File: src/rtl/zigzag_scan_ctrl.sv
// Zig-zag scan sequencer: walks an N x N row-major Rom in zig-zag order and streams elements on valid/ready.
// Optional macro ZIGZAG_COORD_EN adds registered out_row/out_col coordinate outputs.
module zigzag_scan_ctrl #(
  parameter int N      = 8,
  parameter int DATA_W = 8,
  parameter int ADDR_W = 6
) (
  input  logic              clk,
  input  logic              rst,
  input  logic              start,
  input  logic              abort,
  output logic              busy,
  output logic              done,
  output logic [ADDR_W-1:0] rom_addr,
  input  logic [DATA_W-1:0] rom_data,
  output logic [DATA_W-1:0] out_data,
  output logic              out_valid,
  input  logic              out_ready,
  output logic              out_last
`ifdef ZIGZAG_COORD_EN
  ,
  output logic [$clog2(N)-1:0] out_row,
  output logic [$clog2(N)-1:0] out_col
`endif
);

  localparam int RW = $clog2(N);
  localparam int CW = $clog2(N * N) + 1;
  localparam logic [RW-1:0] LAST_RC  = RW'(N - 1);
  localparam logic [CW-1:0] LAST_IDX = CW'(N * N - 1);

  typedef enum logic [1:0] {
    S_IDLE  = 2'd0,
    S_SCAN  = 2'd1,
    S_FLUSH = 2'd2
  } state_t;

  typedef enum logic {
    DIR_UP   = 1'b0,
    DIR_DOWN = 1'b1
  } dir_t;

  state_t            state_q;
  dir_t              dir_q;
  dir_t              dir_d;
  logic [RW-1:0]     row_q;
  logic [RW-1:0]     row_d;
  logic [RW-1:0]     col_q;
  logic [RW-1:0]     col_d;
  logic [CW-1:0]     cnt_q;
  logic              busy_q;
  logic              done_q;
  logic              out_valid_q;
  logic              out_last_q;
  logic [DATA_W-1:0] out_data_q;
  logic              adv;
  logic              is_last;

`ifdef ZIGZAG_COORD_EN
  logic [RW-1:0] out_row_q;
  logic [RW-1:0] out_col_q;
  assign out_row = out_row_q;
  assign out_col = out_col_q;
`endif

  // Address is truncated to the Rom width by the cast of each term.
  assign rom_addr  = ADDR_W'(row_q) * ADDR_W'(N) + ADDR_W'(col_q);
  assign adv       = !out_valid_q || out_ready;
  assign is_last   = (cnt_q == LAST_IDX);
  assign busy      = busy_q;
  assign done      = done_q;
  assign out_valid = out_valid_q;
  assign out_last  = out_last_q;
  assign out_data  = out_data_q;

  // Next zig-zag coordinate; corner tests are ordered so the column/row edge wins over the origin edge.
  always_comb begin
    row_d = row_q;
    col_d = col_q;
    dir_d = dir_q;
    if (dir_q == DIR_UP) begin
      if (col_q == LAST_RC) begin
        row_d = row_q + RW'(1);
        dir_d = DIR_DOWN;
      end else if (row_q == '0) begin
        col_d = col_q + RW'(1);
        dir_d = DIR_DOWN;
      end else begin
        row_d = row_q - RW'(1);
        col_d = col_q + RW'(1);
      end
    end else begin
      if (row_q == LAST_RC) begin
        col_d = col_q + RW'(1);
        dir_d = DIR_UP;
      end else if (col_q == '0) begin
        row_d = row_q + RW'(1);
        dir_d = DIR_UP;
      end else begin
        row_d = row_q + RW'(1);
        col_d = col_q - RW'(1);
      end
    end
  end

  always_ff @(posedge clk or posedge rst) begin
    if (rst) begin
      state_q     <= S_IDLE;
      dir_q       <= DIR_UP;
      row_q       <= '0;
      col_q       <= '0;
      cnt_q       <= '0;
      busy_q      <= 1'b0;
      done_q      <= 1'b0;
      out_valid_q <= 1'b0;
      out_last_q  <= 1'b0;
      out_data_q  <= '0;
`ifdef ZIGZAG_COORD_EN
      out_row_q   <= '0;
      out_col_q   <= '0;
`endif
    end else begin
      done_q <= 1'b0;
      case (state_q)
        S_IDLE: begin
          if (start && !abort) begin
            state_q <= S_SCAN;
            busy_q  <= 1'b1;
            row_q   <= '0;
            col_q   <= '0;
            cnt_q   <= '0;
            dir_q   <= DIR_UP;
          end
        end

        S_SCAN: begin
          if (abort) begin
            state_q     <= S_IDLE;
            busy_q      <= 1'b0;
            out_valid_q <= 1'b0;
            out_last_q  <= 1'b0;
            row_q       <= '0;
            col_q       <= '0;
            cnt_q       <= '0;
            dir_q       <= DIR_UP;
          end else if (adv) begin
            out_data_q  <= rom_data;
            out_valid_q <= 1'b1;
            out_last_q  <= is_last;
`ifdef ZIGZAG_COORD_EN
            out_row_q   <= row_q;
            out_col_q   <= col_q;
`endif
            cnt_q       <= cnt_q + CW'(1);
            if (is_last) begin
              state_q <= S_FLUSH;
            end else begin
              row_q <= row_d;
              col_q <= col_d;
              dir_q <= dir_d;
            end
          end
        end

        S_FLUSH: begin
          if (abort) begin
            state_q     <= S_IDLE;
            busy_q      <= 1'b0;
            out_valid_q <= 1'b0;
            out_last_q  <= 1'b0;
            row_q       <= '0;
            col_q       <= '0;
            cnt_q       <= '0;
            dir_q       <= DIR_UP;
          end else if (out_ready) begin
            state_q     <= S_IDLE;
            busy_q      <= 1'b0;
            out_valid_q <= 1'b0;
            out_last_q  <= 1'b0;
            done_q      <= 1'b1;
          end
        end

        default: begin
          state_q     <= S_IDLE;
          busy_q      <= 1'b0;
          out_valid_q <= 1'b0;
          out_last_q  <= 1'b0;
        end
      endcase
    end
  end

endmodule

File: config.mk
export PLATFORM = sky130hd
export DESIGN_NAME = zigzag_scan_ctrl
export DESIGN_NICKNAME = d
export VERILOG_FILES = /design/src/rtl/zigzag_scan_ctrl.sv
export SDC_FILE = /design/constraint.sdc
export NUM_CORES = 1
export LEC_CHECK = 0
export CORE_MARGIN = 2
export CORE_UTILIZATION = 48
export CTS_BUF_LIST = sky130_fd_sc_hd__clkbuf_8
export DETAILED_ROUTE_END_ITERATION = 10
export PLACE_DENSITY = 0.83
export SLEW_MARGIN = 30
export SYNTH_ARGS = -nofsm -noshare
export SYNTH_HDL_FRONTEND = slang
export SYNTH_SLANG_ARGS = --single-unit
File: constraint.sdc
create_clock -name clk -period 1.8 [get_ports clk]
set_clock_uncertainty 0.1 [all_clocks]
set_input_delay 0.36 -clock clk [delete_from_list [all_inputs] [get_ports clk]]
set_output_delay 0.36 -clock clk [all_outputs]
set_load 0.03 [all_outputs]
==> reports/metrics.cfg, run 1 <==
[drt]
drtIter0Drc = 92
vias_per_cell = 5.67
via_count = 1513
antenna_left = 0
drt_pre_antenna_iters = 4
drc = 0
wl_per_cell_um = 16.1
wl_um = 4300

[critical_path]
cp.required_ns = 1.91
worst-endpoint-arrival_ns = 1.89
end_kind = flip-flop
worst-path-max-fanout = 6
crit_path_start = row_q[0]$_DFFE_PP0P_
startpoint_type = flip-flop
rr_startpoint = row_q[0]$_DFFE_PP0P_
crit_type = reg -> reg

[placed_design]
dpl_worst_slack_ns = -0.437
port_buffers = 30
gp_congestion = 0.821
placed_area_sq_um = 2170
hpwl_um = 2970

[floorplanning]
dieArea_sq_um = 3930
num_rows = 21
dieWidth_um = 62.7
ios = 31
start_util_pct = 49.9
die_h_um = 62.7
core_sq_um = 3310

[final_layout]
final_common_cell = buf_4
fin_nets = 245
area_delta_synth_final_pct = 47.7
layout-drive-gt1-share_pct = 35.7
stdcell_area_sq_um = 2440
num-fill-cells = 251
final_cell_mix = 27 x buf_4, 21 x dfrtp_1, 13 x o21ai_0
n_antenna_cell = 0
finish.utilization_pct = 73.7

[grt]
grt_max_degree = 29
antenna_found_initial = 0
use_met1_pct = 23.7
grt.overflow.total = 0
met3_usage_pct = 4.32
grt_first_pass_wirelength_um = 6670
busiest_layer = met2
grt.met2_usage_pct = 39.9
grt_usage_pct = 21.3
grt_pass1_vias = 1514

[clock_tree]
h-tree-depth = 1
clk_latency_ns = 0.28
clk_pin_slew_ns = 0.10
cts_made_buffers = 3
clockRootBuffer = clkbuf_8
cts-hold-fix-buffers = 0
clock-sinks = 28
clk_path_buf_depth = 2
cts_tree = yes

[pwr]
vdd_ir_drop_max_uv = 823
p_total_mw = 2.72
p_leak_nw = 1.13
intPower_mw = 1.60
pwr-share-comb_pct = 52.9
seqPwrFrac_pct = 34.2
p_sw_mw = 1.12
swShare_pct = 41.3
power_density_nw_per_um2 = 1120
clockPowerShare_pct = 13.0

[sta]
min_period_ns = 1.78
worst_pin_slew_ns = 0.360
period_share_pct = 98.8
finalSetupViolCount = 0
clock.fmax_mhz = 562
maxSlewHeadroom_pct = 76.0
hold_violations = 0
final-max-slew-violation-count = 0
timing.final.ws_setup_ns = 0.0222
hold_slack_ns = 0.345
rsz0062_at_grt = true

[outcome]
status = complete, no violations

[min_path]
hold_path_class = in -> async

[logic_synthesis]
syn-num-nets = 185
yosysWarnings = 0
syn_area_sq_um = 1650
synth_cells = 162
synthArstFlopShare_pct = 100
synth-seq-cells = 28
seq_area_frac_synth_pct = 42.4
avgSynthCellArea_sq_um = 10.2
synthDistinctLibCells = 51
synth-edff-count = 0
ys.flop_type = dfrtp_1

[flow_run]
cap_violations = 0

cell type report:
cell class / instances / area [sq um] / area share, %
timing repair buffer: 61 / 559 / 22.9
multi-input combinational: 120 / 1040 / 42.6
clock inverter: 1 / 3.75 / 0.154
sequential: 28 / 709 / 29.1
tap: 46 / 57.6 / 2.36
inverter: 8 / 30.0 / 1.23
clock buffer: 3 / 41.3 / 1.69
cell usage after synthesis, drive strengths merged (2+ instances only):
cell	n	area, sq um
dfrtp	28	701
o21ai	13	65.1
ha	10	125
nand2	10	45.0
inv	8	30.0
mux2	8	90.1
nor2	8	30.0
a21oi	6	30.0
nand2b	5	31.3
nor3	5	25.0
buf	4	28.8
nand3	4	20.0
o211ai	4	30.0
or4	4	30.0
a21boi	3	22.5
a2bb2oi	3	26.3
and3	3	20.0
nor3b	3	33.8
or3	3	18.8
and2	2	13.8
clkbuf	2	7.51
mux2i	2	20.0
nor2b	2	12.5
o31ai	2	15.0
or3b	2	17.5
sequential cells by signal, summed over array words and instances, names as in the netlist, 2 cells and up:
register	flops
out_data	8
cnt_q	7
row_q	3
col_q	3
state_q	2
kinds of logic (layout without fill, tap and decap cells):
family,after synthesis,after routing,synth area share (%)
AND/OR/NAND/NOR,56,56,21.0
XOR/XNOR,2,2,1.06
multiplexers,10,10,6.67
adder cells (fa/ha/maj),10,10,7.58
AO/OA/AOI/OAI,42,42,17.3
buffers and inverters,14,73,4.02
flip-flops,28,28,42.4
worst paths after layout:
check | endpoint | slack, ns | depth (start not counted)
worst max-delay path | row_q[1]$_DFFE_PP0P_ | 0.02 | 6
min in group clk | out_data[2]$_DFFE_PP0P_ | 0.41 | 1
max in group asynchronous | row_q[1]$_DFFE_PP0P_ | 0.97 | 3
worst min-delay path | out_data[5]$_DFFE_PP0P_ | 0.35 | 3
worst max register to register | row_q[1]$_DFFE_PP0P_ | 0.02 | 6
worst min register to register | out_data[2]$_DFFE_PP0P_ | 0.41 | 1
metal layers:
layer  vias up  wire length (um)
met3         7               165
met5         -                 0
met2        39              2370
met1       758              1700
met4         0                64
li1        709                 -
power by group through the flow:
| stage | logic (mW) | registers, mW | clock network, mW |
|---|---|---|---|
| 3_5_place_dp | 1.26 | 0.944 | 0 |
| 6_report | 1.44 | 0.931 | 0.353 |
| 5_1_grt | 1.56 | 0.957 | 0.387 |
| 2_1_floorplan | 0.583 | 1.16 | 0 |
| 4_1_cts | 1.29 | 0.927 | 0.352 |
| 3_3_place_gp | 1.22 | 0.930 | 0 |
metrics by stage:
stage / cells / setup TNS, ns
3_3_place_gp: 251 / -7.59
5_1_grt: 267 / -0.116
6_report: 267 / 0
3_5_place_dp: 251 / -9.17
2_1_floorplan: 162 / 0
4_1_cts: 260 / 0
worst max-delay path, stage by stage, from the launching register on:
cell and delay [ns]:
dfrtp_2 0.42, inv_2 0.06, ha_1 0.19, nor2b_1 0.14, a22o_1 0.28, or4_1 0.42, nand3_1 0.10
timing repair:
action	CTS	global route
gates resized for setup	21	27
pin swaps	2	7
cloned	0	0
endpoints found under the setup margin	29	20
buffers inserted	5	7
hold endpoints to repair	0	0
Power figures use the tool's default switching activity.
==> run 2, diff against run 1 <==
--- a/config.mk
+++ b/config.mk
@@ -6,10 +6,10 @@
 export NUM_CORES = 1
 export LEC_CHECK = 0
 export CORE_MARGIN = 2
-export CORE_UTILIZATION = 48
-export CTS_BUF_LIST = sky130_fd_sc_hd__clkbuf_8
+export CORE_UTILIZATION = 47
 export DETAILED_ROUTE_END_ITERATION = 10
-export PLACE_DENSITY = 0.83
+export GPL_TIMING_DRIVEN = 0
+export PLACE_DENSITY = 0.82
 export SLEW_MARGIN = 30
 export SYNTH_ARGS = -nofsm -noshare
 export SYNTH_HDL_FRONTEND = slang
==> run 2 against run 1 <==
The flow now finishes with violations (negative setup slack). Via count fell by 1.6%. Sequential power rose by 2%. Register-to-register slack got worse by 0.04 ns. Combinational power rose by 7%. Worst hold slack got worse by 0.046 ns. Critical path type unchanged. Critical endpoint unchanged. Largest cell class unchanged.
==> reports/metrics.cfg, run 2 (synthesis results as in run 1) <==
[grt]
grt_usage_pct = 20.0  ; -1.3 points
grt_pass1_vias = 1453  ; -4.0%
antenna_found_initial = 0  ; unchanged
grt_max_degree = 29  ; unchanged
grt.overflow.total = 0  ; unchanged
grt_first_pass_wirelength_um = 6440  ; -3.5%

[clock_tree]
clk_pin_slew_ns = 0.14  ; +0.04 ns
h-tree-depth = 1  ; unchanged
clk_path_buf_depth = 2  ; unchanged
cts_made_buffers = 3  ; unchanged
clock-sinks = 28  ; unchanged
clk_latency_ns = 0.31  ; +0.03 ns
clockRootBuffer = clkbuf_4
cts_tree = yes
cts-hold-fix-buffers = 0  ; unchanged

[final_layout]
largest_reg_flops = 8  ; unchanged
fin_nets = 243  ; -0.82%
final_cell_mix = 21 x buf_4, 20 x dfrtp_1, 19 x dlygate4sd2_1
final_common_cell = buf_4
n_antenna_cell = 0  ; unchanged
layout-drive-gt1-share_pct = 37.4  ; +1.7 points
area_delta_synth_final_pct = 47.0
num-fill-cells = 242  ; -3.6%

[pwr]
vdd_ir_drop_max_uv = 754  ; -8.4%
power_density_nw_per_um2 = 1150  ; +2.9%
p_leak_nw = 1.10  ; -2.8%

[floorplanning]
ios = 31  ; unchanged
core_sq_um = 3360  ; +1.6%
dieArea_sq_um = 4000  ; +2.0%
die_h_um = 63.3  ; +0.99%
dieWidth_um = 63.3  ; +0.99%
start_util_pct = 49.1  ; -0.78 points
num_rows = 21  ; unchanged

[drt]
wl_per_cell_um = 15.9  ; -1.4%
via_count = 1489  ; -1.6%
drt_pre_antenna_iters = 4  ; unchanged
vias_per_cell = 5.62  ; -0.84%
drtIter0Drc = 65  ; -29%
antenna_left = 0  ; unchanged
wl_um = 4210  ; -2.1%
drc = 0  ; unchanged

[critical_path]
critPathBufInv = 2  ; +1
worstReg2RegEnd = row_q[1]$_DFFE_PP0P_
cp_cell_sequence = buf_6, inv_6, ha_4, nor2b_4, a22o_1, or4_1, nand3_1
cpPeakStageDelay_ns = 0.49  ; +0.07 ns
worst-endpoint-arrival_ns = 1.98  ; +0.09 ns
startpoint_type = flip-flop
critPathTopFamily = simple AND/OR/NAND/NOR gates
r2r_slack_ns = -0.02  ; -0.04 ns
end_kind = flip-flop
worst-path-max-fanout = 4  ; -2
rr_startpoint = row_q[0]$_DFFE_PP0P_
crit_type = reg -> reg
cp.required_ns = 1.96  ; +0.05 ns
rr_worst_depth = 7  ; +1
slowest_stage = or4_1

[sta]
final-max-slew-violation-count = 0  ; unchanged
min_period_ns = 1.82  ; +0.0419 ns
timing.final.ws_setup_ns = -0.0198  ; -0.0419 ns
hold_violations = 0  ; unchanged
worst_pin_slew_ns = 0.564  ; +0.204 ns
clock.fmax_mhz = 550  ; -2.3%
hold_slack_ns = 0.299  ; -0.0465 ns
rsz0062_at_grt = true
maxSlewHeadroom_pct = 62.3  ; -14 points
finalSetupViolCount = 2  ; +2
period_share_pct = 101  ; +2.3 points

[outcome]
status = complete, but fails checks
violations = negative setup slack

[flow_run]
cap_violations = 0  ; unchanged

[placed_design]
gp_congestion = 0.786  ; -4.2%
port_buffers = 30  ; unchanged
hpwl_um = 2700  ; -8.8%
dpl_worst_slack_ns = -0.670  ; -0.233 ns

[min_path]
hold_path_class = in -> async

==> run 2: cell count changes in the layout (fill, tap and decap cells not counted), moves of 3 or more <==
cell / change
dlygate4sd2_1: +10
dlymetal6s2s_1: -7
buf_4: -6
clkbuf_4: +3
clkdlybuf4s50_1: -3
==> run 2: worst max path at each step <==
stage | startpoint | to | slack, ns | depth (start not counted)
CTS | state_q[1]$_DFFE_PP0P_ | row_q[1]$_DFFE_PP0P_ | -0.009 | 5
detailed placement | abort | out_data[0]$_DFFE_PP0P_ | -0.67 | 6
floorplan | abort | out_data[0]$_DFFE_PP0P_ | 0.002 | 5
finish | row_q[0]$_DFFE_PP0P_ | row_q[1]$_DFFE_PP0P_ | -0.02 | 7
global route | row_q[0]$_DFFE_PP0P_ | row_q[1]$_DFFE_PP0P_ | -0.06 | 7
global placement | abort | out_data[3]$_DFFE_PP0P_ | -0.63 | 6
==> run 2: repair_timing <==
item | in CTS | in global routing
setup endpoints to repair | 40 | 21
pin swaps | 8 | 11
gates cloned | 1 | 0
buffers inserted | 11 | 12
gates resized for setup | 31 | 33
==> run 2: final cells by class <==
type / count / area (sq um) / share of cell area [%]
multi-input combinational: 120 / 1080 / 44.4
sequential: 28 / 711 / 29.3
timing repair buffer: 54 / 470 / 19.4
tap: 46 / 57.6 / 2.37
buffer: 5 / 38.8 / 1.60
inverter: 8 / 37.5 / 1.55
clock buffer: 4 / 36.3 / 1.49
==> run 2: per-layer routing <==
layer	wire length [um]	up-vias	track usage (%)	share of wire (%)
li1	-	704	-	-
met1	1720	735	22.6	41
met2	2290	43	39.5	54
met3	141	7	1.61	3.3
met4	62	0	5.98	1.5
met5	0	-	0	0
==> run 2: where the power goes <==
| group | switching (mW) | leakage, nW | internal [mW] |
|---|---|---|---|
| registers | 0.178 | 0.348 | 0.772 |
| clock network | 0.175 | 0.0210 | 0.124 |
| logic | 0.810 | 0.733 | 0.734 |
==> run 2: per-stage QoR <==
step	setup TNS, ns	utilization, %	instance area [sq um]	instances	power, mW
final	-0.0321	72.2	2430	265	2.79
after global routing	-0.181	72.2	2430	265	2.95
after detailed placement	-12.39	61.4	2060	238	2.17
after CTS	-0.0110	65.8	2210	253	2.50
after global placement	-11.44	61.4	2060	238	2.10
after floorplan	0	-	1710	162	1.74
==> run 3, diff against run 2 <==
==> constraint.sdc (replaced) <==
create_clock -name clk -period 1.8 [get_ports clk]
set_clock_uncertainty 0.1 [all_clocks]
set_input_delay 0.27 -clock clk [delete_from_list [all_inputs] [get_ports clk]]
set_output_delay 0.27 -clock clk [all_outputs]
set_load 0.03 [all_outputs]
==> run 3 against run 2 <==
Non-clock buffer count decreased by 13. Clock power about the same. Fmax increased by 1.2%. Critical endpoint is now col_q[1]$_DFFE_PP0P_. Worst setup slack improved by 0.022 ns. The flow now finishes without violations. Wire length decreased by 6.4%. Design area decreased by 5.2%. Register-to-register slack improved by 0.02 ns. Core utilization decreased by 3.8 points. First-iteration DRC count decreased by 35%. Global-route usage decreased by 0.65 points. Critical path depth decreased by 2.
==> reports/metrics.cfg, run 3 (synthesis results as in run 1) <==
[clock_tree]
clockRootBuffer = clkbuf_4
clock-sinks = 28  ; unchanged
clk_path_buf_depth = 2  ; unchanged
h-tree-depth = 1  ; unchanged
clk_pin_slew_ns = 0.14  ; about the same
cts-hold-fix-buffers = 0  ; unchanged
cts_tree = yes
clk_latency_ns = 0.32  ; about the same
cts_made_buffers = 3  ; unchanged

[min_path]
hold_path_class = in -> async

[final_layout]
stdcell_area_sq_um = 2300  ; -5.2%
final_cell_mix = 21 x dfrtp_1, 17 x clkdlybuf4s50_1, 13 x o21ai_0
final_common_cell = dfrtp_1
num-fill-cells = 258  ; +6.6%
largest_reg_flops = 8  ; unchanged
finish.utilization_pct = 68.5  ; -3.8 points
fin_nets = 230  ; -5.3%
seqCellArea_sq_um = 709  ; -0.18%
post_layout_nonfiller_instances = 252  ; -4.9%
n_antenna_cell = 0  ; unchanged
area_delta_synth_final_pct = 39.4
multi_input_area_sq_um = 1030  ; -3.9%
layout-drive-gt1-share_pct = 29.6  ; -7.8 points

[critical_path]
cp.required_ns = 1.96  ; about the same
worstReg2RegEnd = col_q[1]$_DFFE_PP0P_
worst-path-max-fanout = 6  ; +2
endpoint = col_q[1]$_DFFE_PP0P_
worst-endpoint-arrival_ns = 1.96  ; -0.02 ns
crit_type = reg -> reg
crit_path_start = col_q[0]$_DFFE_PP0P_
end_kind = flip-flop
rr_startpoint = col_q[0]$_DFFE_PP0P_
rr_worst_depth = 5  ; -2
startpoint_type = flip-flop
r2r_slack_ns = 0.002  ; +0.02 ns

[sta]
finalSetupViolCount = 0  ; -2
maxSlewHeadroom_pct = 61.9  ; -0.44 points
final-max-slew-violation-count = 0  ; unchanged
hold_violations = 0  ; unchanged
tns_ns = 0  ; +0.0321 ns
hold_slack_ns = 0.214  ; -0.0851 ns
timing.final.ws_setup_ns = 0.00225  ; +0.0220 ns
clock.fmax_mhz = 556  ; +1.2%
period_share_pct = 99.9  ; -1.2 points
rsz0062_at_grt = true
min_period_ns = 1.80  ; -0.0220 ns
worst_pin_slew_ns = 0.571  ; +0.00653 ns

[drt]
vias_per_cell = 5.65  ; +0.50%
via_count = 1423  ; -4.4%
wl_um = 3940  ; -6.4%
wl_per_cell_um = 15.6  ; -1.6%
antenna_left = 0  ; unchanged
drt_pre_antenna_iters = 4  ; unchanged
drc = 0  ; unchanged
drtIter0Drc = 42  ; -35%

[pwr]
p_total_mw = 2.57  ; -7.9%
vdd_ir_drop_max_uv = 715  ; -5.2%
power_density_nw_per_um2 = 1120  ; -2.8%
p_leak_nw = 1.02  ; -7.1%

[floorplanning]
ios = 31  ; unchanged
core_sq_um = 3360  ; unchanged
start_util_pct = 49.1  ; unchanged
die_h_um = 63.3  ; unchanged
num_rows = 21  ; unchanged
dieArea_sq_um = 4000  ; unchanged
dieWidth_um = 63.3  ; unchanged

[grt]
grt_first_pass_wirelength_um = 6290  ; -2.3%
grt_pass1_vias = 1432  ; -1.4%
grt_max_degree = 29  ; unchanged
antenna_found_initial = 0  ; unchanged
grt.overflow.total = 0  ; unchanged
grt_usage_pct = 19.4  ; -0.65 points

[placed_design]
port_buffers = 30  ; unchanged
hpwl_um = 2700  ; unchanged
gp_congestion = 0.786  ; unchanged
placed_area_sq_um = 2060  ; unchanged
dp.cells = 238  ; unchanged
dpl_worst_slack_ns = -0.580  ; +0.0900 ns

[outcome]
status = complete, no violations

[flow_run]
cap_violations = 0  ; unchanged

## run 3: per-layer routing
| metal | vias to the layer above | part of all wire, % | track usage, % |
|---|---|---|---|
| met3 | 2 | 2.2 | 1.61 |
| li1 | 679 | - | - |
| met2 | 24 | 55 | 38.2 |
| met1 | 718 | 42 | 22.4 |
| met4 | 0 | 0.30 | 4.62 |
| met5 | - | 0 | 0 |
## run 3: layout make-up
type	count	area share, %
inverter	8	1.30
sequential	28	30.8
buffer	5	1.96
timing repair buffer	41	16.9
clock buffer	4	1.58
tap	46	2.50
multi-input combinational	120	44.9
## run 3: timing repair
item                                    4_1_cts  5_1_grt
endpoints found under the setup margin       26       24
gates cloned                                  0        0
setup buffers                                 6        5
gates resized for setup                      17       26
pin swaps                                     4        7
## run 3: critical path: stages (launching register included)
cell	delay [ns]
dfrtp_2	0.47
ha_4	0.19
ha_2	0.19
o2bb2ai_4	0.15
or4_1	0.53
nand3_1	0.11
## run 3: power breakdown
group	switching [mW]	internal (mW)	leakage, nW
Clock	0.175	0.124	0.0210
Combinational	0.728	0.601	0.653
Sequential	0.175	0.770	0.349
Total	1.08	1.49	1.02
## run 3: worst min path at each step
| stage | endpoint | slack, ns | from | depth (start not counted) |
|---|---|---|---|---|
| 3_3_place_gp | cnt_q[1]$_DFFE_PP0P_ | 0.39 | cnt_q[1]$_DFFE_PP0P_ | 2 |
| 4_1_cts | done$_DFF_PP0_ | 0.23 | rst | 2 |
| 6_report | out_valid$_DFFE_PP0P_ | 0.21 | rst | 2 |
| 3_5_place_dp | out_data[4]$_DFFE_PP0P_ | 0.40 | out_data[4]$_DFFE_PP0P_ | 1 |
| 5_1_grt | state_q[1]$_DFFE_PP0P_ | 0.23 | out_ready | 4 |
| 2_1_floorplan | busy$_DFFE_PP0P_ | 0.24 | rst | 1 |
